===== src/rtl/cpu_pkg.sv =====
// cpu_pkg: shared ALU opcodes and multiply sequencer state encoding
package cpu_pkg;
    localparam logic [2:0] ALU_AND = 3'b000;
    localparam logic [2:0] ALU_OR  = 3'b001;
    localparam logic [2:0] ALU_ADD = 3'b010;
    typedef enum logic [1:0] {
        ST_IDLE = 2'd0,
        ST_RUN  = 2'd1,
        ST_DONE = 2'd2
    } mul_state_t;
endpackage


===== src/rtl/alu_mul_ctrl.sv =====
// alu_mul_ctrl: 16x16 unsigned shift-and-add multiplier borrowing the shared ALU as its adder
module alu_mul_ctrl
    import cpu_pkg::*;
(
    input  logic        Clock,
    input  logic        Reset,
    input  logic        Start,
    input  logic [15:0] Multiplicand,
    input  logic [15:0] Multiplier,
    output logic        Busy,
    output logic        Done,
    output logic [31:0] Product,
    output logic [15:0] AluA,
    output logic [15:0] AluB,
    output logic [2:0]  AluOp,
    output logic        AluAInvert,
    output logic        AluBNegate,
    input  logic [15:0] AluResult,
    input  logic        AluCarryOut
);
    mul_state_t state, state_d;
    logic [15:0] mreg, hi, lo;
    logic [3:0]  cnt;
    logic        accept;

    assign accept = (state != ST_RUN) && Start;

    // State register
    always_ff @(posedge Clock) begin
        if (Reset) state <= ST_IDLE;
        else       state <= state_d;
    end

    // Next state: load from IDLE/DONE, 16 iterations in RUN, DONE lasts one cycle
    always_comb begin
        state_d = state;
        case (state)
            ST_IDLE: state_d = Start ? ST_RUN : ST_IDLE;
            ST_RUN:  state_d = (cnt == 4'd15) ? ST_DONE : ST_RUN;
            ST_DONE: state_d = Start ? ST_RUN : ST_IDLE;
            default: state_d = ST_IDLE;
        endcase
    end

    // Operand capture and 33-bit right shift of {carry, sum, Lo} each iteration
    always_ff @(posedge Clock) begin
        if (Reset) begin
            mreg <= '0;
            hi   <= '0;
            lo   <= '0;
            cnt  <= '0;
        end else if (accept) begin
            mreg <= Multiplicand;
            hi   <= '0;
            lo   <= Multiplier;
            cnt  <= '0;
        end else if (state == ST_RUN) begin
            {hi, lo} <= {AluCarryOut, AluResult, lo[15:1]};
            cnt      <= cnt + 4'd1;
        end
    end

    // Status and ALU drive; ALU inputs are forced to a benign ADD of zeros outside RUN
    always_comb begin
        Busy       = (state == ST_RUN);
        Done       = (state == ST_DONE);
        Product    = {hi, lo};
        AluA       = Busy ? hi : 16'd0;
        AluB       = (Busy && lo[0]) ? mreg : 16'd0;
        AluOp      = ALU_ADD;
        AluAInvert = 1'b0;
        AluBNegate = 1'b0;
    end
endmodule


===== config.mk =====
export PLATFORM = sky130hd
export DESIGN_NAME = alu_mul_ctrl
export DESIGN_NICKNAME = d
export VERILOG_FILES = /design/src/rtl/cpu_pkg.sv /design/src/rtl/alu_mul_ctrl.sv
export SDC_FILE = /design/constraint.sdc
export NUM_CORES = 1
export LEC_CHECK = 0
export ABC_AREA = 1
export CAP_MARGIN = 15
export CORE_AREA = 10 10 70 116
export DETAILED_ROUTE_END_ITERATION = 12
export DIE_AREA = 0 0 80 126
export PLACE_DENSITY = 0.88
export REMOVE_ABC_BUFFERS = 1
export SYNTH_ARGS = -nofsm -noshare
export SYNTH_HDL_FRONTEND = slang
export SYNTH_SLANG_ARGS = --single-unit

===== constraint.sdc =====
create_clock -name Clock -period 1.73 [get_ports Clock]
set_clock_uncertainty 0.05 [all_clocks]
set_input_delay 0.173 -clock Clock [delete_from_list [all_inputs] [get_ports Clock]]
set_output_delay 0.173 -clock Clock [all_outputs]
set_load 0.05 [all_outputs]

==> flow_metrics.env <==
export IMPL_status="finished clean"
export IMPL_met1_usage_pct=16.7
export IMPL_drv_cap=0
export IMPL_clk_latency_ps=300
export IMPL_routed_wirelength_um=7980
export IMPL_p_int_mw=2.10
export IMPL_power_total_mw=3.12
export IMPL_die_area_sq_mm=0.0101
export IMPL_vdd_drop_max_mv=0.491
export IMPL_grt_pass1_wl_um=12900
export IMPL_top_usage_layer="met2"
export IMPL_cts_resized=4
export IMPL_fp_dieH_um=126
export IMPL_drc=0
export IMPL_arrival_ps=1430
export IMPL_instances_no_fill=566
export IMPL_final_core_util_pct=66.1
export IMPL_finalHoldViolCount=0
export IMPL_final_common_cell="nand2_1"
export IMPL_end_kind="primary output"
export IMPL_maxSlewHeadroom_pct=65.5
export IMPL_grt_pass1_vias=2628
export IMPL_whs_ps=378
export IMPL_setup_ws_ps=73.9
export IMPL_drv_slew=0
export IMPL_place_ws_ps=137
export IMPL_antenna_found_initial=0
export IMPL_overflow=0
export IMPL_grt_total_usage_pct=15.4
export IMPL_synth_area_leaders="dfxtp_1 (41%), nor2_1 (10%), nand3_1 (9.9%)"
export IMPL_start_util_pct=42.5
export IMPL_layout_nets=538
export IMPL_hold_buffers=0
export IMPL_hold_class="primary input to flop"
export IMPL_ff2ff_setup_slack_ps=400
export IMPL_critPathKind="flop to primary output"
export IMPL_timing_fmax_ghz=0.604
export IMPL_root_buffer="clkbuf_8"
export IMPL_cts_setup_buffers=0
export IMPL_antenna_cells=0
export IMPL_area_growth_pct=55.6
export IMPL_syn_area_sq_mm=0.00263
export IMPL_layout_common_cells="nand2_1 (57), nor2_1 (56), dfxtp_1 (53), nand3_1 (52), clkdlybuf4s50_1 (51)"
export IMPL_syn_inst=373
export IMPL_worst_slew_pin_slew_ps=516
export IMPL_clock_path_buffers=2
export IMPL_grt_max_degree=35
export IMPL_tritoncts="built"
export IMPL_die_x_um=80
export IMPL_drive_gt1_share_pct=28.6
export IMPL_synth_top_area_share_pct=41.2
export IMPL_io_buffers=117
export IMPL_p_leak_nw=1.80
export IMPL_ys_ff_latch=54
export IMPL_fillers=514
export IMPL_synth_area_per_cell_sq_um=7.04
export IMPL_p_seq_share_pct=44.6
export IMPL_rsz0062_at_grt="yes"
export IMPL_clkTransAtPathRegs_ps=90
export IMPL_setup_viol=0
export IMPL_dp_hpwl_um=6320
export IMPL_required_ps=1510
export IMPL_path_max_fanout=21
export IMPL_finalCritPeriodShare_pct=95.7
export IMPL_ys_types=23
export IMPL_viasPerCell=4.70
export IMPL_cts_htree_levels=2
export IMPL_met3_usage_pct=3.49
export IMPL_rows=38
export IMPL_switching_share_pct=32.5
export IMPL_ys_warn_count=0
export IMPL_coreArea_sq_mm=0.00618
export IMPL_drtPass1Iterations=4
export IMPL_combPwrFrac_pct=29.0
export IMPL_dr_total_vias=2661
export IMPL_wl_per_cell_um=14.1
export IMPL_p_per_area_mw_per_mm2=763
export IMPL_numCtsBuffers=5
export IMPL_grt_util_met2_pct=28.5
export IMPL_gp_congestion=0.841
export IMPL_cts_num_sinks=54
export IMPL_yosysTopAreaCell="dfxtp_1"
export IMPL_power_switching_mw=1.01
export IMPL_synth_seq_area_share_pct=41.2
export IMPL_drtIter0Drc=126
export IMPL_start_kind="flop"
export IMPL_numPlacedInstances=558
export IMPL_boundaryPins=123
export IMPL_p_clk_share_pct=26.4
export IMPL_fin_crit_ps=1660
export IMPL_detail_route_antenna_nets=0
-- path summary, 6_finish.rpt --
path / start / endpoint / cells after the start
min: AluResult[0] / lo[15]$_SDFFE_PP0P_ / 3
max: state[1]$_SDFF_PP0_ / AluA[10] / 5
max reg2reg: state[1]$_SDFF_PP0_ / mreg[3]$_SDFFE_PP0P_ / 7
min reg2reg: mreg[14]$_SDFFE_PP0P_ / mreg[14]$_SDFFE_PP0P_ / 2
-- metal layers --
layer | wire, um | part of all wire, %
met2 | 4380 | 55
met5 | 0 | 0
met1 | 3030 | 38
met3 | 459 | 5.7
met4 | 117 | 1.5
-- through the flow --
| step | cell area (sq um) | setup TNS, ps |
|---|---|---|
| 3_3_place_gp | 3850 | 0 |
| 6_report | 4090 | 0 |
| 4_1_cts | 3970 | 0 |
| 3_5_place_dp | 3850 | 0 |
| 5_1_grt | 4090 | -612 |
| 2_1_floorplan | 2440 | -42280 |
-- cell families after synthesis --
family	count (synthesis)	share of synthesized area, %
and+or+nand+nor	201	33.7
other	2	0.286
AOI/OAI and AO/OA	34	9.01
DFF	54	41.2
buffers and inverters	81	15.3
adders and majority gates	1	0.477
-- critical path: stages, from the launching register on --
cell and delay (ps):
dfxtp_1 310, inv_1 110, nand2_4 120, buf_4 230, nor2_1 200, buf_12 170
-- layout make-up --
cell class	instances	area, sq um	area share [%]
Timing Repair Buffer	129	1380	33.8
Tap cell	80	100	2.45
Inverter	54	208	5.08
Multi-Input combinational cell	241	1210	29.5
Clock buffer	7	76.3	1.87
Clock inverter	1	30.0	0.735
Sequential cell	54	1080	26.5
-- power by group through the flow --
stage	Sequential, mW	Combinational [mW]	Clock (mW)
detailed placement	1.42	0.887	0
global route	1.40	0.982	0.894
floorplan	1.56	0.364	0
finish	1.39	0.904	0.823
CTS	1.39	0.894	0.850
global placement	1.41	0.869	0
-- state kept, by name, indices dropped and copies added (netlist names) --
signal and flops:
hi 16, lo 16, mreg 16, cnt 4
state 2
-- cells in the mapped netlist --
cell      count
nand3_1      52
buf_8         1
buf_1         1
nor3b_2       1
ha_1          1
buf_6         6
dfxtp_1      54
buf_2         9
conb_1        2
nor2_1       70
o31ai_1       1
a21oi_2      17
clkbuf_1      2
nand2_2      19
nor3_1        1
inv_2         3
buf_4         8
inv_1        49
o21ai_0      16
clkinv_1      1
nand2_4       1
nand2_1      57
clkinv_2      1
Note: power is estimated with default switching activity, not from simulation.
